===== config.mk =====
export PLATFORM = sky130hd
export DESIGN_NAME = input_debouncer
export DESIGN_NICKNAME = d
export VERILOG_FILES = /design/src/rtl/input_debouncer.sv
export SDC_FILE = /design/constraint.sdc
export NUM_CORES = 1
export LEC_CHECK = 0
export ABC_AREA = 1
export BUFFER_PORTS_ARGS = -buffer_cell sky130_fd_sc_hd__clkbuf_2
export CAP_MARGIN = 5
export CELL_PAD_IN_SITES_DETAIL_PLACEMENT = 0
export CELL_PAD_IN_SITES_GLOBAL_PLACEMENT = 1
export CORE_AREA = 2 2 39 41
export CTS_BUF_LIST = sky130_fd_sc_hd__clkbuf_8
export DETAILED_ROUTE_END_ITERATION = 8
export DIE_AREA = 0 0 41 43
export PLACE_DENSITY = 0.67
export SLEW_MARGIN = 10
export SYNTH_ARGS = -nofsm -noshare
export SYNTH_HDL_FRONTEND = slang
export SYNTH_SLANG_ARGS = --single-unit

===== constraint.sdc =====
create_clock -name clk -period 1.15 [get_ports clk]
set_input_delay 0.23 -clock clk [delete_from_list [all_inputs] [get_ports clk]]
set_output_delay 0.23 -clock clk [all_outputs]
set_load 0.005 [all_outputs]

===== src/rtl/input_debouncer.sv =====
// input_debouncer: cleans up a raw push-button or switch level.
// The raw input passes through a two-flop synchronizer, then a four-state
// FSM with a stability counter. `out` only changes after DEBOUNCE_CYCLES
// consecutive identical synchronized samples, and the one-cycle rise/fall
// strobes are registered alongside it.
module input_debouncer #(
  parameter int unsigned DEBOUNCE_CYCLES = 4,
  parameter logic        INIT_LEVEL      = 1'b0
) (
  input  logic clk,
  input  logic rst_n,
  input  logic in1,
  output logic out,
  output logic rise,
  output logic fall,
  output logic busy
);

  localparam int unsigned CNT_W = $clog2(DEBOUNCE_CYCLES + 1);
  localparam logic [CNT_W-1:0] CNT_LAST = CNT_W'(DEBOUNCE_CYCLES - 1);
  localparam logic [CNT_W-1:0] CNT_ONE  = CNT_W'(1);
  localparam logic [CNT_W-1:0] CNT_ZERO = '0;
  localparam bit SINGLE_SAMPLE = (DEBOUNCE_CYCLES == 1);

  typedef enum logic [1:0] {
    STABLE_LO = 2'd0,
    CHECK_HI  = 2'd1,
    STABLE_HI = 2'd2,
    CHECK_LO  = 2'd3
  } state_t;

  localparam state_t RESET_STATE = INIT_LEVEL ? STABLE_HI : STABLE_LO;

  logic             sync1_q;
  logic             sync2_q;
  state_t           state_q, state_d;
  logic [CNT_W-1:0] cnt_q, cnt_d;
  logic             out_q, out_d;
  logic             rise_q, rise_d;
  logic             fall_q, fall_d;
  logic             busy_q, busy_d;

  // Two-flop synchronizer: the raw input only ever reaches sync1_q.
  always_ff @(posedge clk or negedge rst_n) begin
    if (!rst_n) begin
      sync1_q <= INIT_LEVEL;
      sync2_q <= INIT_LEVEL;
    end else begin
      sync1_q <= in1;
      sync2_q <= sync1_q;
    end
  end

  // FSM state, counter and every output are registered together.
  always_ff @(posedge clk or negedge rst_n) begin
    if (!rst_n) begin
      state_q <= RESET_STATE;
      cnt_q   <= CNT_ZERO;
      out_q   <= INIT_LEVEL;
      rise_q  <= 1'b0;
      fall_q  <= 1'b0;
      busy_q  <= 1'b0;
    end else begin
      state_q <= state_d;
      cnt_q   <= cnt_d;
      out_q   <= out_d;
      rise_q  <= rise_d;
      fall_q  <= fall_d;
      busy_q  <= busy_d;
    end
  end

  // Next-state logic: qualify a new level, drop the candidate on any bounce.
  always_comb begin
    state_d = state_q;
    cnt_d   = cnt_q;
    out_d   = out_q;
    rise_d  = 1'b0;
    fall_d  = 1'b0;

    unique case (state_q)
      STABLE_LO: begin
        if (sync2_q && SINGLE_SAMPLE) begin
          state_d = STABLE_HI;
          out_d   = 1'b1;
          rise_d  = 1'b1;
          cnt_d   = CNT_ZERO;
        end else if (sync2_q) begin
          state_d = CHECK_HI;
          cnt_d   = CNT_ONE;
        end else begin
          cnt_d   = CNT_ZERO;
        end
      end
      CHECK_HI: begin
        if (!sync2_q) begin
          state_d = STABLE_LO;
          cnt_d   = CNT_ZERO;
        end else if (cnt_q == CNT_LAST) begin
          state_d = STABLE_HI;
          out_d   = 1'b1;
          rise_d  = 1'b1;
          cnt_d   = CNT_ZERO;
        end else begin
          cnt_d   = cnt_q + CNT_ONE;
        end
      end
      STABLE_HI: begin
        if (!sync2_q && SINGLE_SAMPLE) begin
          state_d = STABLE_LO;
          out_d   = 1'b0;
          fall_d  = 1'b1;
          cnt_d   = CNT_ZERO;
        end else if (!sync2_q) begin
          state_d = CHECK_LO;
          cnt_d   = CNT_ONE;
        end else begin
          cnt_d   = CNT_ZERO;
        end
      end
      CHECK_LO: begin
        if (sync2_q) begin
          state_d = STABLE_HI;
          cnt_d   = CNT_ZERO;
        end else if (cnt_q == CNT_LAST) begin
          state_d = STABLE_LO;
          out_d   = 1'b0;
          fall_d  = 1'b1;
          cnt_d   = CNT_ZERO;
        end else begin
          cnt_d   = cnt_q + CNT_ONE;
        end
      end
      default: begin
        state_d = RESET_STATE;
        cnt_d   = CNT_ZERO;
      end
    endcase

    busy_d = (state_d == CHECK_HI) || (state_d == CHECK_LO);
  end

  assign out  = out_q;
  assign rise = rise_q;
  assign fall = fall_q;
  assign busy = busy_q;

endmodule


# Yosys cells after proc, flatten, opt, wreduce, memory -nomap -nowiden
# Index checks and enable logic that the tools add are counted.
# totals
ff_bits,11
latch_bits,0
ram_bits,0
romBits,0
inputBits,3
memories,0
# op_classes
n_addsub,1
multipliers,0
div,0
n_lt_le_gt_ge,0
eq_ne,10
shift,0
n_mux,23
bitwise,0
reduce_logical,4
# op_table
operator,count
2-to-1 mux 2 bit,6
case mux 3 bit (4 select lines),1
2-to-1 mux 1 bit,11
2-to-1 mux 3 bit,3
"inequality test 2 bit, second input constant",4
case mux 2 bit (4 select lines),1
"equality test 2 bit, second input constant",3
AND reduction 5 bit,1
"equality test 2 x 1 -> 1 bit, second input constant",2
"adder 3 x 1 -> 3 bit, second input constant",1
"equality test 3 x 2 -> 1 bit, second input constant",1
zero test 2 bit,1
case mux 1 bit (2 select lines),1
nonzero test 2 bit,1
logical OR 1 bit,1

# Logic depth before layout (Yosys ltp)
# Gate-level depths: netlist of run 1.
# logic_depth
word_depth,6
depth_mapped,5

# Worst setup path after synthesis of run 1
# OpenSTA, ideal clock, no wires.
# synth_path
kind,register to register
startpoint,reg cnt_q[0]
endpoint,reg state_q[1]
arrival_time_ps,856
required_time_ps,1033
slack_ps,177
path_stages_with_launch,6
n_path_buf,0
synth_period_minus_slack_ps,973
cell_sequence,dfrtp_1 ha_1 nand3_2 nand2_1 o21ai_1 inv_1
# synth_between
elab_chain_cells,4
elab_cells_between_ends,6
cone_classes,1 x eq/ne; 5 x mux
# synth_lines
item,line,text
start: declaration,37,"logic [CNT_W-1:0] cnt_q, cnt_d;"
start signal: assignment,65,cnt_q <= cnt_d;
equality test 3 x 2 -> 1 bit *,"99, 125",
"2-to-1 mux 2 bit, on equally long branches","125, 99",
"2-to-1 mux 2 bit, on equally long branches","122, 96",
case mux 2 bit (4 select lines) *,81,unique case (state_q)
named net state_d[1],36,"state_t state_q, state_d;"
end signal: assignment,64,state_q <= state_d;
end: declaration,36,
# Mark *: on every way through the listed nets, which the timed path passes. The rest lies on a longest branch.
# A chain may end at the register's enable or synchronous reset.

==> results.sh, run 1 <==
export IMPL_run_status="completed"
export IMPL_drtAntennaViolNets=0
export IMPL_setup_viol=0
export IMPL_r2r_cells=5
export IMPL_skew_ns=0.00149
export IMPL_die_area_um2=1760
export IMPL_htree_num_levels=1
export IMPL_fp_dieW_um=41
export IMPL_die_y_um=43
export IMPL_min_period_ns=1.05
export IMPL_crit_cells=1
export IMPL_finalCritPeriodShare=0.915
export IMPL_io_buffers=6
export IMPL_syn_nets=39
export IMPL_r2r_slack_ns=0.11
export IMPL_postCtsSetupBuffers=0
export IMPL_met1_length_um=253
export IMPL_worst_pin_slew_ns=0.244
export IMPL_synth_cell_types=13
export IMPL_r2r_end="state_q[1]"
export IMPL_power_frac_comb=0.216
export IMPL_area_delta_synth_final_pct=26.2
export IMPL_grt_pass1_wl_um=986
export IMPL_grt_max_degree=11
export IMPL_dp_hpwl_um=441
export IMPL_arrival_ns=0.82
export IMPL_dr_max_layer_used="met4"
export IMPL_internal_power_mw=0.762
export IMPL_placement_rows=14
export IMPL_drc=0
export IMPL_end_kind="primary output"
export IMPL_holdCritPathClass="in -> reg"
export IMPL_finalWeightedCongestion=0.708
export IMPL_syn_inst=35
export IMPL_rsz0062_at_grt="false"
export IMPL_worstSetupStartpoint="state_q[0]"
export IMPL_drt_pass1_iterations=4
export IMPL_place_ws_ns=0.114
export IMPL_ys_seq_elements=10
export IMPL_grt_overflow=0
export IMPL_cp_required_ns=0.92
export IMPL_antenna_found_initial=0
export IMPL_power_leakage_nw=0.253
export IMPL_clock_sinks=10
export IMPL_cts_buffer_depth=2
export IMPL_postSynthAreaPerCell_um2=11.0
export IMPL_grt_use_total=0.0916
export IMPL_core_area_um2=1380
export IMPL_hold_violations=0
export IMPL_slowest_stage="dfrtp_1"
export IMPL_crit_path_cell_trace="clkbuf_2"
export IMPL_vias=256
export IMPL_netlist_area_um2=387
export IMPL_p_total_mw=1.07
export IMPL_fmax_ghz=0.951
export IMPL_fin_ws_ns=0.0981
export IMPL_start_util=0.279
export IMPL_final_layout_size_suffix_gt1_frac=0.356
export IMPL_cap_violations=0
export IMPL_ir_drop_mv=0.784
export IMPL_insertion_delay_ns=0.23
export IMPL_ys_seq_area_frac=0.647
export IMPL_cp_num_buf_inv=1
export IMPL_final_max_slew_viol_count=0
export IMPL_hold_slack_ns=0.108
export IMPL_fin_nets=51
export IMPL_yosysWarnings=0
export IMPL_setup_tns_ns=0
export IMPL_p_seq_frac=0.467
export IMPL_max_stage_delay_ns=0.44
export IMPL_max_slew_margin=0.837
export IMPL_grt_pass1_vias=241
export IMPL_layout_common_cells="10 x dfrtp_1, 7 x nand2_1, 6 x clkbuf_2"
export IMPL_r2r_start="cnt_q[0]"
export IMPL_tritoncts="built"
export IMPL_layout_commonest_cell="dfrtp_1"
export IMPL_wire_per_inst_um=9.36
export IMPL_wl_met3_um=22
export IMPL_path_class="reg -> out"
export IMPL_diodes=0
export IMPL_swShare=0.288
export IMPL_start_kind="register"
export IMPL_switchingPower_mw=0.309
export IMPL_vias_per_cell=4.20
export IMPL_drtIter0Drc=1
export IMPL_crit_path_end="busy"
export IMPL_cts_buffers=3
export IMPL_path_delay_family="flip-flops"
export IMPL_ioPinCount=7
export IMPL_wirelength_um=571
export IMPL_root_buffer="clkbuf_8"
export IMPL_powerDensity_nw_per_um2=2200
export IMPL_nFillCells=150
export IMPL_detailroute_wirelength_met2_um=280
export IMPL_pwr_share_clk=0.317
export IMPL_clkTransAtPathRegs_ns=0.04
export IMPL_cp_max_fo=6
[synthesized netlist by cell type]
library cell	number	area, um2
o21ai_1	1	5.00
nor2_1	2	7.51
nor2_4	1	11.3
inv_1	5	18.8
nand3_1	1	5.00
nand2_2	2	12.5
nor2_2	2	12.5
nand2_1	7	26.3
dfrtp_1	10	250
nand3_2	1	10.0
a21oi_1	1	5.00
ha_1	1	12.5
nor3_2	1	10.0
[how the worst min path moves through the flow]
| stage | startpoint | cells after the start | slack, ns | to |
|---|---|---|---|---|
| after global placement | rst_n | 1 | 0.11 | cnt_q[2] |
| after global routing | in1 | 1 | 0.1 | sync1_q |
| after floorplan | rst_n | 0 | -0.07 | cnt_q[0] |
| after detailed placement | rst_n | 1 | 0.11 | cnt_q[2] |
| after CTS | in1 | 1 | 0.10 | sync1_q |
| final | in1 | 1 | 0.11 | sync1_q |
[metal layers]
layer	GRT usage	up-vias
li1	-	129
met4	0.100	0
met1	0.111	121
met5	0	-
met2	0.113	4
met3	0.0314	2
[layout make-up]
cell class	instances	area, um2	area share
well taps	16	20.0	0.0410
flip-flops and latches	10	250	0.513
inverters	5	18.8	0.0385
multi-input cells	20	118	0.241
repair buffers	7	40.0	0.0821
clock buffers	3	41.3	0.0846
[registers in the layout (all words and copies together), names as in the netlist]
signal	flops
fall	1
cnt_q	3
sync2_q	1
rise	1
state_q	2
out	1
sync1_q	1
[cell families after synthesis]
logic type               Yosys count  share of synthesized area
flip-flops                        10                      0.647
AO/OA/AOI/OAI                      2                     0.0259
adder cells (fa/ha/maj)            1                     0.0324
AND/OR/NAND/NOR                   17                      0.246
buffers and inverters              5                     0.0485
[power groups by stage]
stage	registers, mW	logic [mW]	clock network [mW]
after floorplan	0.498	0.163	0
after global placement	0.506	0.237	0
after detailed placement	0.508	0.234	0
after CTS	0.503	0.238	0.359
after global routing	0.515	0.272	0.378
final	0.501	0.231	0.340
[timing repair]
action                                 4_1_cts  5_1_grt
hold buffers                                 1        0
gates resized for setup                      0        0
endpoints found under the hold margin       10        0
[per-stage QoR]
stage               std cells  cell area (um2)   util
floorplan                  35              387      -
global placement           57              437  0.316
detailed placement         57              437  0.316
CTS                        61              488  0.353
global route               61              488  0.353
finish                     61              488  0.353
Power figures use the tool's default switching activity.
==> run 2, diff against run 1 <==
Settings changed: CELL_PAD_IN_SITES_DETAIL_PLACEMENT 0 to 1.
==> results.sh, run 2 (same netlist as run 1, synthesis figures left out) <==
export IMPL_pwr_share_clk=0.370
export IMPL_wirelength_um=624
export IMPL_holdCritPathClass="in -> reg"
export IMPL_end_kind="primary output"
export IMPL_swShare=0.286
export IMPL_postCtsSetupBuffers=0
export IMPL_final_max_slew_viol_count=0
export IMPL_r2r_end="state_q[1]"
export IMPL_clkTransAtPathRegs_ns=0.05
export IMPL_detailroute_wirelength_met2_um=313
export IMPL_slowest_stage="dfrtp_1"
export IMPL_p_seq_frac=0.427
export IMPL_hp_start="in1"
export IMPL_core_area_um2=1380
export IMPL_r2r_cells=5
export IMPL_drt_pass1_iterations=2
export IMPL_path_delay_family="flip-flops"
export IMPL_vias=258
export IMPL_root_buffer="clkbuf_8"
export IMPL_place_ws_ns=0.109
export IMPL_ioPinCount=7
export IMPL_placement_rows=14
export IMPL_rsz0062_at_grt="false"
export IMPL_wire_per_inst_um=10.1
export IMPL_dp_hpwl_um=499
export IMPL_grt_pass1_vias=267
export IMPL_powerDensity_nw_per_um2=2340
export IMPL_hold_slack_ns=0.102
export IMPL_power_leakage_nw=0.260
export IMPL_worst_pin_slew_ns=0.247
export IMPL_top_register="cnt_q"
export IMPL_fin_nets=51
export IMPL_fmax_ghz=0.946
export IMPL_max_slew_margin=0.836
export IMPL_fin_ws_ns=0.0930
export IMPL_drtIter0Drc=1
export IMPL_largest_reg_flops=3
export IMPL_worstSetupStartpoint="state_q[0]"
export IMPL_placed_area_um2=437
export IMPL_run_status="completed"
export IMPL_ctsHoldBuffers=1
export IMPL_power_frac_comb=0.202
export IMPL_vias_per_cell=4.16
export IMPL_internal_power_mw=0.837
export IMPL_cts_buffers=3
export IMPL_switchingPower_mw=0.335
export IMPL_cp_max_fo=6
export IMPL_cap_violations=0
export IMPL_drc=0
export IMPL_met1_length_um=281
export IMPL_cts_resized=0
export IMPL_cp_num_buf_inv=1
export IMPL_antenna_found_initial=0
export IMPL_crit_path_end="busy"
export IMPL_setup_viol=0
export IMPL_reg_largest_list="cnt_q x3, state_q x2"
export IMPL_die_y_um=43
export IMPL_start_util=0.279
export IMPL_max_stage_delay_ns=0.44
export IMPL_htree_num_levels=1
export IMPL_crit_path_cell_trace="clkbuf_2"
export IMPL_start_kind="register"
export IMPL_hold_violations=0
export IMPL_ir_drop_mv=1.03
export IMPL_nFillCells=162
export IMPL_crit_cells=1
export IMPL_finalWeightedCongestion=0.708
export IMPL_cts_buffer_depth=2
export IMPL_cp_required_ns=0.92
export IMPL_layout_commonest_cell="dfrtp_1"
export IMPL_r2r_slack_ns=0.11
export IMPL_grt_use_total=0.0990
export IMPL_insertion_delay_ns=0.23
export IMPL_layout_common_cells="10 x dfrtp_1, 7 x nand2_1, 6 x clkbuf_2"
export IMPL_die_area_um2=1760
export IMPL_skew_ns=0.00354
export IMPL_drtAntennaViolNets=0
export IMPL_diodes=0
export IMPL_arrival_ns=0.83
export IMPL_path_class="reg -> out"
export IMPL_tritoncts="built"
export IMPL_setup_tns_ns=0
export IMPL_r2r_start="cnt_q[0]"
export IMPL_final_layout_size_suffix_gt1_frac=0.370
export IMPL_area_delta_synth_final_pct=29.8
export IMPL_grt_overflow=0
export IMPL_wl_met3_um=28
export IMPL_finalCritPeriodShare=0.919
export IMPL_io_buffers=6
export IMPL_min_period_ns=1.06
export IMPL_fp_dieW_um=41
export IMPL_dr_max_layer_used="met3"
export IMPL_grt_pass1_wl_um=1070
export IMPL_grt_max_degree=11
export IMPL_final_area_um2=502
export IMPL_clock_sinks=10
export IMPL_final_util=0.363
run 2: cell count changes in the layout (fill, tap and decap cells not counted):
cell	delta
clkbuf_8	+1
run 2: power by group through the flow:
| stage | Sequential (mW) | Clock [mW] | Combinational (mW) |
|---|---|---|---|
| 2_1_floorplan | 0.498 | 0 | 0.163 |
| 3_3_place_gp | 0.506 | 0 | 0.237 |
| 3_5_place_dp | 0.508 | 0 | 0.242 |
| 4_1_cts | 0.502 | 0.450 | 0.246 |
| 5_1_grt | 0.516 | 0.470 | 0.272 |
| 6_report | 0.501 | 0.434 | 0.237 |
run 2: layer usage:
layer / GRT usage / up-vias
met2: 0.138 / 4
met1: 0.108 / 126
met5: 0 / -
li1: - / 128
met4: 0.0800 / 0
met3: 0.0471 / 0
run 2: through the flow:
stage / std cells / power (mW)
2_1_floorplan: 35 / 0.661
3_3_place_gp: 57 / 0.743
3_5_place_dp: 57 / 0.750
4_1_cts: 62 / 1.20
5_1_grt: 62 / 1.26
6_report: 62 / 1.17
run 2: final cells by class:
| type | instances | area, um2 | area share |
|---|---|---|---|
| sequential | 10 | 250 | 0.499 |
| inverter | 5 | 18.8 | 0.0374 |
| timing repair buffer | 7 | 40.0 | 0.0798 |
| multi-input combinational | 20 | 118 | 0.234 |
| clock buffer | 4 | 55.1 | 0.110 |
| tap | 16 | 20.0 | 0.0399 |
run 2: worst min path at each step:
stage	to	slack [ns]	depth (start not counted)
global placement	cnt_q[2]	0.11	1
CTS	sync1_q	0.1	1
global route	sync1_q	0.09	1
detailed placement	rise	0.11	1
floorplan	cnt_q[0]	-0.07	0
finish	sync1_q	0.10	1
